[config.mk]
export PLATFORM = sky130hd
export DESIGN_NAME = multicycle_adder
export DESIGN_NICKNAME = d
export VERILOG_FILES = /design/src/rtl/multicycle_adder.sv
export SDC_FILE = /design/constraint.sdc
export NUM_CORES = 1
export LEC_CHECK = 0
export ABC_AREA = 1
export BUFFER_PORTS_ARGS = -buffer_cell sky130_fd_sc_hd__buf_2
export CORE_ASPECT_RATIO = 0.5
export CORE_MARGIN = 2
export CORE_UTILIZATION = 40
export CTS_BUF_LIST = sky130_fd_sc_hd__clkbuf_2
export CTS_CLUSTER_DIAMETER = 100
export DETAILED_ROUTE_END_ITERATION = 12
export GPL_ROUTABILITY_DRIVEN = 0
export HOLD_SLACK_MARGIN = 0.1
export PLACE_DENSITY = 0.64
export SETUP_SLACK_MARGIN = 0.1
export SYNTH_ARGS = -nofsm -noshare
export SYNTH_HDL_FRONTEND = slang
export SYNTH_SLANG_ARGS = --single-unit
export TNS_END_PERCENT = 100
[constraint.sdc]
create_clock -name clk -period 4.2 [get_ports clk]
set_input_delay 1.05 -clock clk [delete_from_list [all_inputs] [get_ports clk]]
set_output_delay 1.05 -clock clk [all_outputs]
set_load 0.01 [all_outputs]
[src/rtl/multicycle_adder.sv]
// Multicycle ripple adder/subtractor: adds CHUNK bits per clock over N = WIDTH/CHUNK
// cycles, presenting the registered result with a one-cycle done pulse.
module multicycle_adder #(
    parameter int WIDTH = 16,
    parameter int CHUNK = 4
) (
    input  logic             clk,
    input  logic             rst,
    input  logic             start,
    input  logic [WIDTH-1:0] a,
    input  logic [WIDTH-1:0] b,
    input  logic             cin,
    input  logic             sub,
    output logic             busy,
    output logic             done,
    output logic [WIDTH-1:0] s,
    output logic             cout,
    output logic             ovf
);
    localparam int N  = WIDTH / CHUNK;
    localparam int IW = (N > 1) ? $clog2(N) : 1;

    if (CHUNK < 1 || (WIDTH % CHUNK) != 0) begin : gen_param_check
        $error("multicycle_adder: CHUNK must be >= 1 and divide WIDTH");
    end

    typedef enum logic [1:0] {IDLE, RUN, DONE} state_t;

    state_t           state;
    logic [WIDTH-1:0] a_r;
    logic [WIDTH-1:0] b_r;
    logic [WIDTH-1:0] acc;
    logic             sub_r;
    logic             carry;
    logic [IW-1:0]    idx;

    logic [CHUNK:0]   csum;
    logic             cmsb;
    logic [WIDTH-1:0] acc_next;
    logic             last;

    // Operands shift right one chunk per cycle, so the active chunk is always
    // at bit 0; finished chunks enter the accumulator from the top.
    always_comb begin
        csum     = {1'b0, a_r[CHUNK-1:0]} + {1'b0, b_r[CHUNK-1:0]} + (CHUNK+1)'(carry);
        cmsb     = a_r[CHUNK-1] ^ b_r[CHUNK-1] ^ csum[CHUNK-1];
        acc_next = (acc >> CHUNK) | (WIDTH'(csum[CHUNK-1:0]) << (WIDTH - CHUNK));
        last     = (idx == IW'(N - 1));
    end

    always_ff @(posedge clk) begin
        if (rst) begin
            state <= IDLE;
            busy  <= 1'b0;
            done  <= 1'b0;
            s     <= '0;
            cout  <= 1'b0;
            ovf   <= 1'b0;
            carry <= 1'b0;
            idx   <= '0;
        end else begin
            case (state)
                IDLE, DONE: begin
                    done <= 1'b0;
                    if (start) begin
                        a_r   <= a;
                        b_r   <= sub ? ~b : b;
                        sub_r <= sub;
                        carry <= cin ^ sub;
                        idx   <= '0;
                        busy  <= 1'b1;
                        state <= RUN;
                    end else begin
                        state <= IDLE;
                    end
                end
                RUN: begin
                    a_r   <= a_r >> CHUNK;
                    b_r   <= b_r >> CHUNK;
                    acc   <= acc_next;
                    carry <= csum[CHUNK];
                    idx   <= idx + IW'(1);
                    if (last) begin
                        busy  <= 1'b0;
                        done  <= 1'b1;
                        s     <= acc_next;
                        cout  <= csum[CHUNK] ^ sub_r;
                        ovf   <= cmsb ^ csum[CHUNK];
                        state <= DONE;
                    end
                end
                default: state <= IDLE;
            endcase
        end
    end
endmodule

==> flow_results.xml, run 1 <==
<?xml version="1.0" encoding="UTF-8"?>
<metrics>
  <group name="synth">
    <metric name="synth_top_family_by_area" unit="">simple AND/OR/NAND/NOR gates</metric>
    <metric name="syn_inst" unit="">302</metric>
    <metric name="synth.area.top_cells" unit="">sky130_fd_sc_hd__edfxtp_1 (44%), sky130_fd_sc_hd__dfxtp_1 (16%), sky130_fd_sc_hd__nand2_1 (9.2%), sky130_fd_sc_hd__xnor2_1 (4.9%), sky130_fd_sc_hd__nor2_1 (4.6%)</metric>
    <metric name="syn_std_cell_area" unit="mm2">0.00305</metric>
    <metric name="synthMostInstantiatedCell" unit="">sky130_fd_sc_hd__nand2_1</metric>
    <metric name="postSynth.topFlopCell" unit="">sky130_fd_sc_hd__edfxtp_1</metric>
    <metric name="synth_xor_xnor_area_share" unit="%">4.88</metric>
    <metric name="synthesis.yosys.warnings" unit="">0</metric>
    <metric name="synth_seq_cells" unit="">70</metric>
    <metric name="synth.top_cell.area_share" unit="%">44.3</metric>
    <metric name="ys_async_sr_fraction" unit="%">0</metric>
    <metric name="synth_compound_area_share" unit="%">7.26</metric>
    <metric name="synth_top_cell_by_area" unit="">sky130_fd_sc_hd__edfxtp_1</metric>
    <metric name="synth.lib_cells_used.distinct" unit="">27</metric>
    <metric name="syn_area_per_cell" unit="um2">10.1</metric>
    <metric name="synth_fp_nets" unit="">345</metric>
    <metric name="synth_common_cells" unit="">sky130_fd_sc_hd__nand2_1 (75), sky130_fd_sc_hd__edfxtp_1 (45), sky130_fd_sc_hd__nor2_1 (37)</metric>
    <metric name="synth-adder-area-share" unit="%">2.95</metric>
    <metric name="post_synth_and_or_nand_nor_area_fraction" unit="%">17.6</metric>
    <metric name="edff_count_synth" unit="">45</metric>
    <metric name="yosysSeqAreaShare" unit="%">60.7</metric>
    <metric name="muxShareOfSynthArea" unit="%">0</metric>
  </group>
  <group name="timing">
    <metric name="hold_violations" unit="">0</metric>
    <metric name="setup_tns" unit="ns">0</metric>
    <metric name="relSlewSlack" unit="%">42.7</metric>
    <metric name="finalWorstPathRequiredPeriod" unit="ns">2.08</metric>
    <metric name="report.final.setup_viol" unit="">0</metric>
    <metric name="rsz0062_at_grt" unit="">no</metric>
    <metric name="worst_pin_slew" unit="ns">0.857</metric>
    <metric name="fin_worst_skew" unit="ns">0.0249</metric>
    <metric name="finalHoldWorstSlack" unit="ns">0.482</metric>
    <metric name="final-max-slew-violation-count" unit="">0</metric>
    <metric name="share_of_the_clock_period_used_by_the_worst_path_after_layout" unit="%">49.5</metric>
    <metric name="max_freq" unit="MHz">481</metric>
  </group>
  <group name="global_routing">
    <metric name="number_of_antenna_violations_at_the_first_check_in_global_routing" unit="">0</metric>
    <metric name="grt_pass1_vias" unit="">2038</metric>
    <metric name="largest_net_degree_at_the_start_of_global_routing" unit="">47</metric>
    <metric name="grt_pass1_wl" unit="um">8910</metric>
    <metric name="grt-ovfl-total" unit="">0</metric>
    <metric name="grtUsageTotal" unit="%">14.2</metric>
  </group>
  <group name="placed_design">
    <metric name="io_buf_count" unit="">56</metric>
    <metric name="place.detailed.instances" unit="">441</metric>
    <metric name="detailed_place_hpwl" unit="um">3480</metric>
  </group>
  <group name="setup_path">
    <metric name="worst_r2r_path_depth" unit="">4</metric>
    <metric name="reg2reg_setup_slack" unit="ns">2.18</metric>
    <metric name="crit_chain" unit="">buf_2</metric>
    <metric name="worst-path-buf-inv" unit="">1</metric>
    <metric name="critical-path-top-delay-family" unit="">flip-flops</metric>
    <metric name="timing.critical_path.fanout_max" unit="">2</metric>
    <metric name="worstReg2RegEnd" unit="">acc[14]</metric>
    <metric name="max_stage_delay" unit="ns">0.39</metric>
    <metric name="timing.critical_path.from_type" unit="">register</metric>
    <metric name="worst_endpoint_required_time" unit="ns">3.15</metric>
    <metric name="criticalPathCategory" unit="">reg -&gt; out</metric>
    <metric name="arrival" unit="ns">1.03</metric>
    <metric name="worstReg2RegStart" unit="">state[0]</metric>
    <metric name="worst_path_max_delay_cell" unit="">sky130_fd_sc_hd__dfxtp_1</metric>
    <metric name="end_kind" unit="">output port</metric>
  </group>
  <group name="min_path">
    <metric name="min-delay-start" unit="">acc[13]</metric>
    <metric name="min-delay-path-class" unit="">reg -&gt; reg</metric>
    <metric name="hold_depth" unit="">0</metric>
    <metric name="min_delay_worst_endpoint" unit="">acc[9]</metric>
  </group>
  <group name="final_layout">
    <metric name="nFillCells" unit="">723</metric>
    <metric name="finish.net_count" unit="">399</metric>
    <metric name="area_growth" unit="%">12.9</metric>
    <metric name="share_of_post_route_cells_with_drive_strength_above_1" unit="%">25.2</metric>
    <metric name="footprint_of_the_multi_input_gates" unit="mm2">0.00101</metric>
    <metric name="post_layout_nonfiller_instances" unit="">457</metric>
    <metric name="antenna_cells_inserted" unit="">0</metric>
    <metric name="register_area" unit="mm2">0.00185</metric>
  </group>
  <group name="floorplan">
    <metric name="die_y" unit="um">65.8</metric>
    <metric name="pin_count" unit="">57</metric>
    <metric name="start_util" unit="%">41.5</metric>
    <metric name="die_w" unit="um">128</metric>
    <metric name="die_ar" unit="mm2">0.00838</metric>
    <metric name="floorplan.core_area" unit="mm2">0.00735</metric>
    <metric name="placementRows" unit="">22</metric>
  </group>
  <group name="detailed_routing">
    <metric name="via_per_inst" unit="">4.54</metric>
    <metric name="wire_length_per_cell" unit="um">11.3</metric>
    <metric name="detail_route.wirelength" unit="um">5160</metric>
    <metric name="drt-initial-drc-count" unit="">115</metric>
    <metric name="vias" unit="">2073</metric>
    <metric name="drc" unit="">0</metric>
    <metric name="drtPass1Iterations" unit="">4</metric>
    <metric name="route.antenna.remaining_nets" unit="">0</metric>
  </group>
  <group name="clock_tree">
    <metric name="clkTransAtPathRegs" unit="ns">0.18</metric>
    <metric name="cts.root.buffer_cell" unit="">sky130_fd_sc_hd__clkbuf_2</metric>
    <metric name="cts.hold.buffers_added" unit="">0</metric>
    <metric name="htree_num_levels" unit="">3</metric>
    <metric name="cts.repair.resized" unit="">0</metric>
    <metric name="numClockSinks" unit="">70</metric>
    <metric name="clockBufferDepth" unit="">2</metric>
    <metric name="number_of_cts_inserted_buffers" unit="">9</metric>
    <metric name="cts_setup_buffers" unit="">0</metric>
    <metric name="clock_insertion_delay_worst_skew" unit="ns">0.52</metric>
    <metric name="tritoncts" unit="">yes</metric>
  </group>
  <group name="power_and_ir_drop">
    <metric name="max-vdd-ir-drop" unit="uV">138</metric>
    <metric name="static-leakage-power" unit="nW">1.56</metric>
    <metric name="power_density" unit="mW/mm2">380</metric>
  </group>
  <group name="run_status">
    <metric name="outcome" unit="">finished, final reports clean</metric>
  </group>
  <group name="flow_run">
    <metric name="max-cap-violations" unit="">0</metric>
  </group>
</metrics>
[final cells by class]
class / count / share of cell area, %
Sequential cell: 70 / 53.8
Multi-Input combinational cell: 191 / 29.2
Timing Repair Buffer: 56 / 8.14
Tap cell: 96 / 3.49
Inverter: 28 / 3.12
Clock buffer: 12 / 1.74
Clock inverter: 4 / 0.509
[metal layers]
layer | track usage, % | wire, um | share of wire (%) | vias up
li1 | - | - | - | 1083
met1 | 16.0 | 2360 | 46 | 933
met2 | 23.7 | 2430 | 47 | 50
met3 | 6.60 | 305 | 5.9 | 7
met4 | 5.36 | 71 | 1.4 | 0
met5 | 0 | 0 | 0 | -
[cells in the final DEF, fill, tap and decap left out, drive strengths merged]
master / count
nand2: 76
buf: 56
nor2: 46
edfxtp: 45
inv: 30
o21ai: 28
dfxtp: 25
xnor2: 17
clkbuf: 12
nand3: 6
a21oi: 5
ha: 4
o21a: 3
fa: 2
clkinv: 2
a31o: 1
or2: 1
o211ai: 1
o22ai: 1
[sequential cells by signal, summed over array words and instances (netlist names), 2 cells and up]
register  flops
a_r          16
b_r          16
s            16
acc          12
idx           2
state         2
[stage by stage]
stage	total power [mW]	area (um2)	utilization [%]	setup WS, ns
finish	1.31	3440	46.9	2.12
global route	1.39	3440	46.9	1.96
CTS	1.33	3440	46.9	2.05
detailed placement	1.02	3370	45.8	1.69
global placement	1.01	3370	45.8	1.74
floorplan	0.967	3050	-	1.14
[how the worst max path moves through the flow]
stage	start	endpoint	slack (ns)	depth (start not counted)
6_report	s[13]	s[13]	2.12	1
5_1_grt	state[0]	acc[14]	1.96	4
4_1_cts	s[14]	s[14]	2.05	1
3_5_place_dp	start	b_r[13]	1.69	5
3_3_place_gp	start	b_r[13]	1.74	5
2_1_floorplan	start	a_r[0]	1.14	4
[where the power goes]
group / total (mW) / internal (mW) / switching (mW) / leakage [nW]
logic: 0.190 / 0.0706 / 0.119 / 0.868
registers: 0.812 / 0.796 / 0.0157 / 0.627
clock network: 0.308 / 0.0809 / 0.227 / 0.0662
total: 1.31 / 0.948 / 0.362 / 1.56
[cells by family after synthesis]
group | after synthesis
compound gates | 39
xor+xnor | 17
fa+ha+maj | 6
buf+inv | 41
flops | 70
simple gates | 129
No activity file was read; power rests on OpenSTA's default activity.
==> run 2, diff against run 1 <==
--- a/config.mk
+++ b/config.mk
@@ -5,7 +5,7 @@
 export SDC_FILE = /design/constraint.sdc
 export NUM_CORES = 1
 export LEC_CHECK = 0
-export ABC_AREA = 1
+export ABC_AREA = 0
 export BUFFER_PORTS_ARGS = -buffer_cell sky130_fd_sc_hd__buf_2
 export CORE_ASPECT_RATIO = 0.5
 export CORE_MARGIN = 2
@@ -15,7 +15,7 @@
 export DETAILED_ROUTE_END_ITERATION = 12
 export GPL_ROUTABILITY_DRIVEN = 0
 export HOLD_SLACK_MARGIN = 0.1
-export PLACE_DENSITY = 0.64
+export PLACE_DENSITY = 0.66
 export SETUP_SLACK_MARGIN = 0.1
 export SYNTH_ARGS = -nofsm -noshare
 export SYNTH_HDL_FRONTEND = slang
==> constraint.sdc (replaced) <==
create_clock -name clk -period 1.9 [get_ports clk]
set_input_delay 0.475 -clock clk [delete_from_list [all_inputs] [get_ports clk]]
set_output_delay 0.475 -clock clk [all_outputs]
set_load 0.01 [all_outputs]
==> run 2 against run 1 <==
Compared with the run above:
- non-clock buffer count is 11 higher
- critical path depth is 6 higher
- design area is 1.9% higher
- register-to-register slack worse by 2.1 ns
- wire length is 2.7% higher
- synthesized cell count is 10% lower
- cell count is 5.0% lower
- critical endpoint is now ovf
- largest cell class unchanged
==> flow_results.xml, run 2 <==
<?xml version="1.0" encoding="UTF-8"?>
<metrics>
  <group name="timing">
    <metric name="fin_worst_skew" unit="ns">0.0127</metric>
    <metric name="share_of_the_clock_period_used_by_the_worst_path_after_layout" unit="%">97.2</metric>
    <metric name="relSlewSlack" unit="%">70.2</metric>
    <metric name="report.final.setup_viol" unit="">0</metric>
    <metric name="hold_violations" unit="">0</metric>
    <metric name="max_freq" unit="MHz">541</metric>
    <metric name="worst_pin_slew" unit="ns">0.448</metric>
    <metric name="final-max-slew-violation-count" unit="">0</metric>
    <metric name="setup_tns" unit="ns">0</metric>
    <metric name="rsz0062_at_grt" unit="">yes</metric>
    <metric name="finalHoldWorstSlack" unit="ns">0.228</metric>
    <metric name="finalWorstPathRequiredPeriod" unit="ns">1.85</metric>
  </group>
  <group name="clock_tree">
    <metric name="clock_insertion_delay_worst_skew" unit="ns">0.50</metric>
    <metric name="numClockSinks" unit="">70</metric>
    <metric name="htree_num_levels" unit="">3</metric>
    <metric name="tritoncts" unit="">yes</metric>
    <metric name="number_of_cts_inserted_buffers" unit="">9</metric>
    <metric name="cts.hold.buffers_added" unit="">0</metric>
    <metric name="clockBufferDepth" unit="">2</metric>
    <metric name="cts.root.buffer_cell" unit="">sky130_fd_sc_hd__clkbuf_2</metric>
    <metric name="clkTransAtPathRegs" unit="ns">0.17</metric>
  </group>
  <group name="power_and_ir_drop">
    <metric name="internal_power" unit="mW">2.12</metric>
    <metric name="p_sw" unit="uW">766</metric>
    <metric name="power_frac_seq" unit="%">62.2</metric>
    <metric name="clock_power_share" unit="%">22.1</metric>
    <metric name="static-leakage-power" unit="nW">1.45</metric>
    <metric name="p_sw_share" unit="%">26.6</metric>
    <metric name="power_density" unit="mW/mm2">822</metric>
    <metric name="p_comb_share" unit="%">15.8</metric>
    <metric name="max-vdd-ir-drop" unit="uV">321</metric>
  </group>
  <group name="synth">
    <metric name="synth_top_cell_by_area" unit="">sky130_fd_sc_hd__edfxtp_1</metric>
    <metric name="synth.lib_cells_used.distinct" unit="">31</metric>
    <metric name="synthesis.yosys.warnings" unit="">0</metric>
    <metric name="synth_seq_cells" unit="">70</metric>
    <metric name="yosysSeqAreaShare" unit="%">61.5</metric>
    <metric name="syn_inst" unit="">271</metric>
    <metric name="syn_area_per_cell" unit="um2">11.1</metric>
    <metric name="edff_count_synth" unit="">45</metric>
    <metric name="ys_async_sr_fraction" unit="%">0</metric>
    <metric name="synth.area.top_cells" unit="">sky130_fd_sc_hd__edfxtp_1 (45%), sky130_fd_sc_hd__dfxtp_1 (17%), sky130_fd_sc_hd__nand2_1 (9.7%), sky130_fd_sc_hd__xnor2_1 (5.8%), sky130_fd_sc_hd__a21oi_1 (3.3%)</metric>
    <metric name="syn_std_cell_area" unit="mm2">0.00301</metric>
    <metric name="synth_fp_nets" unit="">314</metric>
    <metric name="postSynth.topFlopCell" unit="">sky130_fd_sc_hd__edfxtp_1</metric>
    <metric name="synthMostInstantiatedCell" unit="">sky130_fd_sc_hd__nand2_1</metric>
    <metric name="synth_common_cells" unit="">sky130_fd_sc_hd__nand2_1 (78), sky130_fd_sc_hd__edfxtp_1 (45), sky130_fd_sc_hd__dfxtp_1 (25)</metric>
    <metric name="synth.top_cell.area_share" unit="%">44.9</metric>
  </group>
  <group name="detailed_routing">
    <metric name="drt-initial-drc-count" unit="">127</metric>
    <metric name="wire_length_per_cell" unit="um">12.2</metric>
    <metric name="vias" unit="">1970</metric>
    <metric name="drc" unit="">0</metric>
    <metric name="via_per_inst" unit="">4.54</metric>
    <metric name="route.antenna.remaining_nets" unit="">0</metric>
    <metric name="detail_route.wirelength" unit="um">5300</metric>
    <metric name="drtPass1Iterations" unit="">4</metric>
  </group>
  <group name="floorplan">
    <metric name="die_w" unit="um">127</metric>
    <metric name="die_ar" unit="mm2">0.00828</metric>
    <metric name="pin_count" unit="">57</metric>
    <metric name="placementRows" unit="">22</metric>
    <metric name="start_util" unit="%">41.1</metric>
    <metric name="floorplan.core_area" unit="mm2">0.00732</metric>
    <metric name="die_y" unit="um">65.4</metric>
  </group>
  <group name="global_routing">
    <metric name="globalRouteMet1Util" unit="%">15.8</metric>
    <metric name="grt_pass1_vias" unit="">1949</metric>
    <metric name="grt.busiest_layer" unit="">met2</metric>
    <metric name="grtUsageTotal" unit="%">13.9</metric>
    <metric name="grt_pass1_wl" unit="um">8670</metric>
    <metric name="largest_net_degree_at_the_start_of_global_routing" unit="">33</metric>
    <metric name="grt-ovfl-total" unit="">0</metric>
    <metric name="grt_util_met2" unit="%">23.5</metric>
    <metric name="number_of_antenna_violations_at_the_first_check_in_global_routing" unit="">0</metric>
    <metric name="groute.layer.met3.usage" unit="%">5.37</metric>
  </group>
  <group name="final_layout">
    <metric name="share_of_post_route_cells_with_drive_strength_above_1" unit="%">29.0</metric>
    <metric name="finish.net_count" unit="">377</metric>
    <metric name="final_common_cell" unit="">sky130_fd_sc_hd__nand2_1</metric>
    <metric name="antenna_cells_inserted" unit="">0</metric>
    <metric name="area_growth" unit="%">16.5</metric>
    <metric name="most-common-layout-cells" unit="">sky130_fd_sc_hd__nand2_1 (78), sky130_fd_sc_hd__buf_2 (56), sky130_fd_sc_hd__edfxtp_1 (45)</metric>
    <metric name="nFillCells" unit="">700</metric>
    <metric name="reg.largest.list" unit="">a_r: 16 flops, b_r: 16 flops, s: 16 flops</metric>
  </group>
  <group name="setup_path">
    <metric name="worst_endpoint_required_time" unit="ns">2.30</metric>
    <metric name="timing.critical_path.fanout_max" unit="">3</metric>
    <metric name="arrival" unit="ns">2.25</metric>
    <metric name="end_kind" unit="">register</metric>
    <metric name="criticalPathCategory" unit="">reg -&gt; reg</metric>
    <metric name="timing.critical_path.from_type" unit="">register</metric>
  </group>
  <group name="placed_design">
    <metric name="io_buf_count" unit="">56</metric>
    <metric name="detailed_place_hpwl" unit="um">3650</metric>
  </group>
  <group name="flow_run">
    <metric name="max-cap-violations" unit="">0</metric>
  </group>
  <group name="run_status">
    <metric name="outcome" unit="">finished, final reports clean</metric>
  </group>
  <group name="min_path">
    <metric name="min-delay-path-class" unit="">in -&gt; reg</metric>
  </group>
</metrics>
## run 2: worst paths after layout
check	startpoint	end	slack [ns]	cells after the start
worst max-delay path	carry	ovf	0.05	7
worst min-delay path	a[13]	a_r[13]	0.23	2
worst max register to register	carry	ovf	0.05	7
worst min register to register	s[4]	s[4]	0.46	2
## run 2: area by class of cell
type / count / area [um2] / share of cell area (%)
clock buffers: 11 / 55.1 / 1.57
repair buffers: 67 / 375 / 10.7
well taps: 96 / 120 / 3.42
inverters: 8 / 30.0 / 0.856
multi-input cells: 178 / 1060 / 30.2
flip-flops and latches: 70 / 1850 / 52.8
clock inverters: 4 / 15.0 / 0.428
## run 2: power by group through the flow
| stage | clock [mW] | sequential (mW) | combinational, mW |
|---|---|---|---|
| after floorplan | 0 | 1.81 | 0.326 |
| after global placement | 0 | 1.82 | 0.426 |
| after detailed placement | 0 | 1.83 | 0.440 |
| after CTS | 0.672 | 1.79 | 0.448 |
| after global routing | 0.743 | 1.80 | 0.510 |
| final | 0.637 | 1.79 | 0.454 |
## run 2: cell families (layout without fill, tap and decap cells)
kind of cell	Yosys count	after routing	synth area share, %
adder cells (fa/ha/maj)	6	6	2.99
AND/OR/NAND/NOR	107	107	15.8
AO/OA/AOI/OAI	42	42	8.31
flip-flops	70	70	61.5
multiplexers	1	1	0.374
buffers and inverters	23	90	4.61
XOR/XNOR	22	22	6.40
## run 2: through the flow
step / total power [mW] / instances / util (%) / cell area, um2 / worst slack, ns
finish: 2.88 / 434 / 47.9 / 3510 / 0.0532
global route: 3.06 / 434 / 47.9 / 3510 / -0.0142
CTS: 2.91 / 432 / 47.6 / 3490 / 0.0884
detailed placement: 2.27 / 416 / 46.5 / 3410 / 0.0402
global placement: 2.25 / 416 / 46.5 / 3410 / 0.0721
floorplan: 2.14 / 271 / - / 3050 / 0.107
## run 2: worst max-delay path: stages (launching register included)
cell and delay [ns]:
sky130_fd_sc_hd__dfxtp_2 0.37, sky130_fd_sc_hd__inv_2 0.05, sky130_fd_sc_hd__fa_2 0.40, sky130_fd_sc_hd__fa_2 0.35
sky130_fd_sc_hd__nand2b_4 0.16, sky130_fd_sc_hd__a21oi_4 0.19, sky130_fd_sc_hd__xnor2_1 0.15, sky130_fd_sc_hd__a211oi_2 0.08
## run 2: layer usage
| metal | share of wire, % | routed length [um] |
|---|---|---|
| met4 | 1.9 | 99 |
| met5 | 0 | 0 |
| met2 | 49 | 2620 |
| met3 | 5.4 | 287 |
| met1 | 43 | 2290 |
## run 2: timing repair
item                       4_1_cts  5_1_grt
cloned                           0        0
buffers inserted                 1        2
pin swaps                        6        3
resized for setup                1        1
setup endpoints to repair        3        5
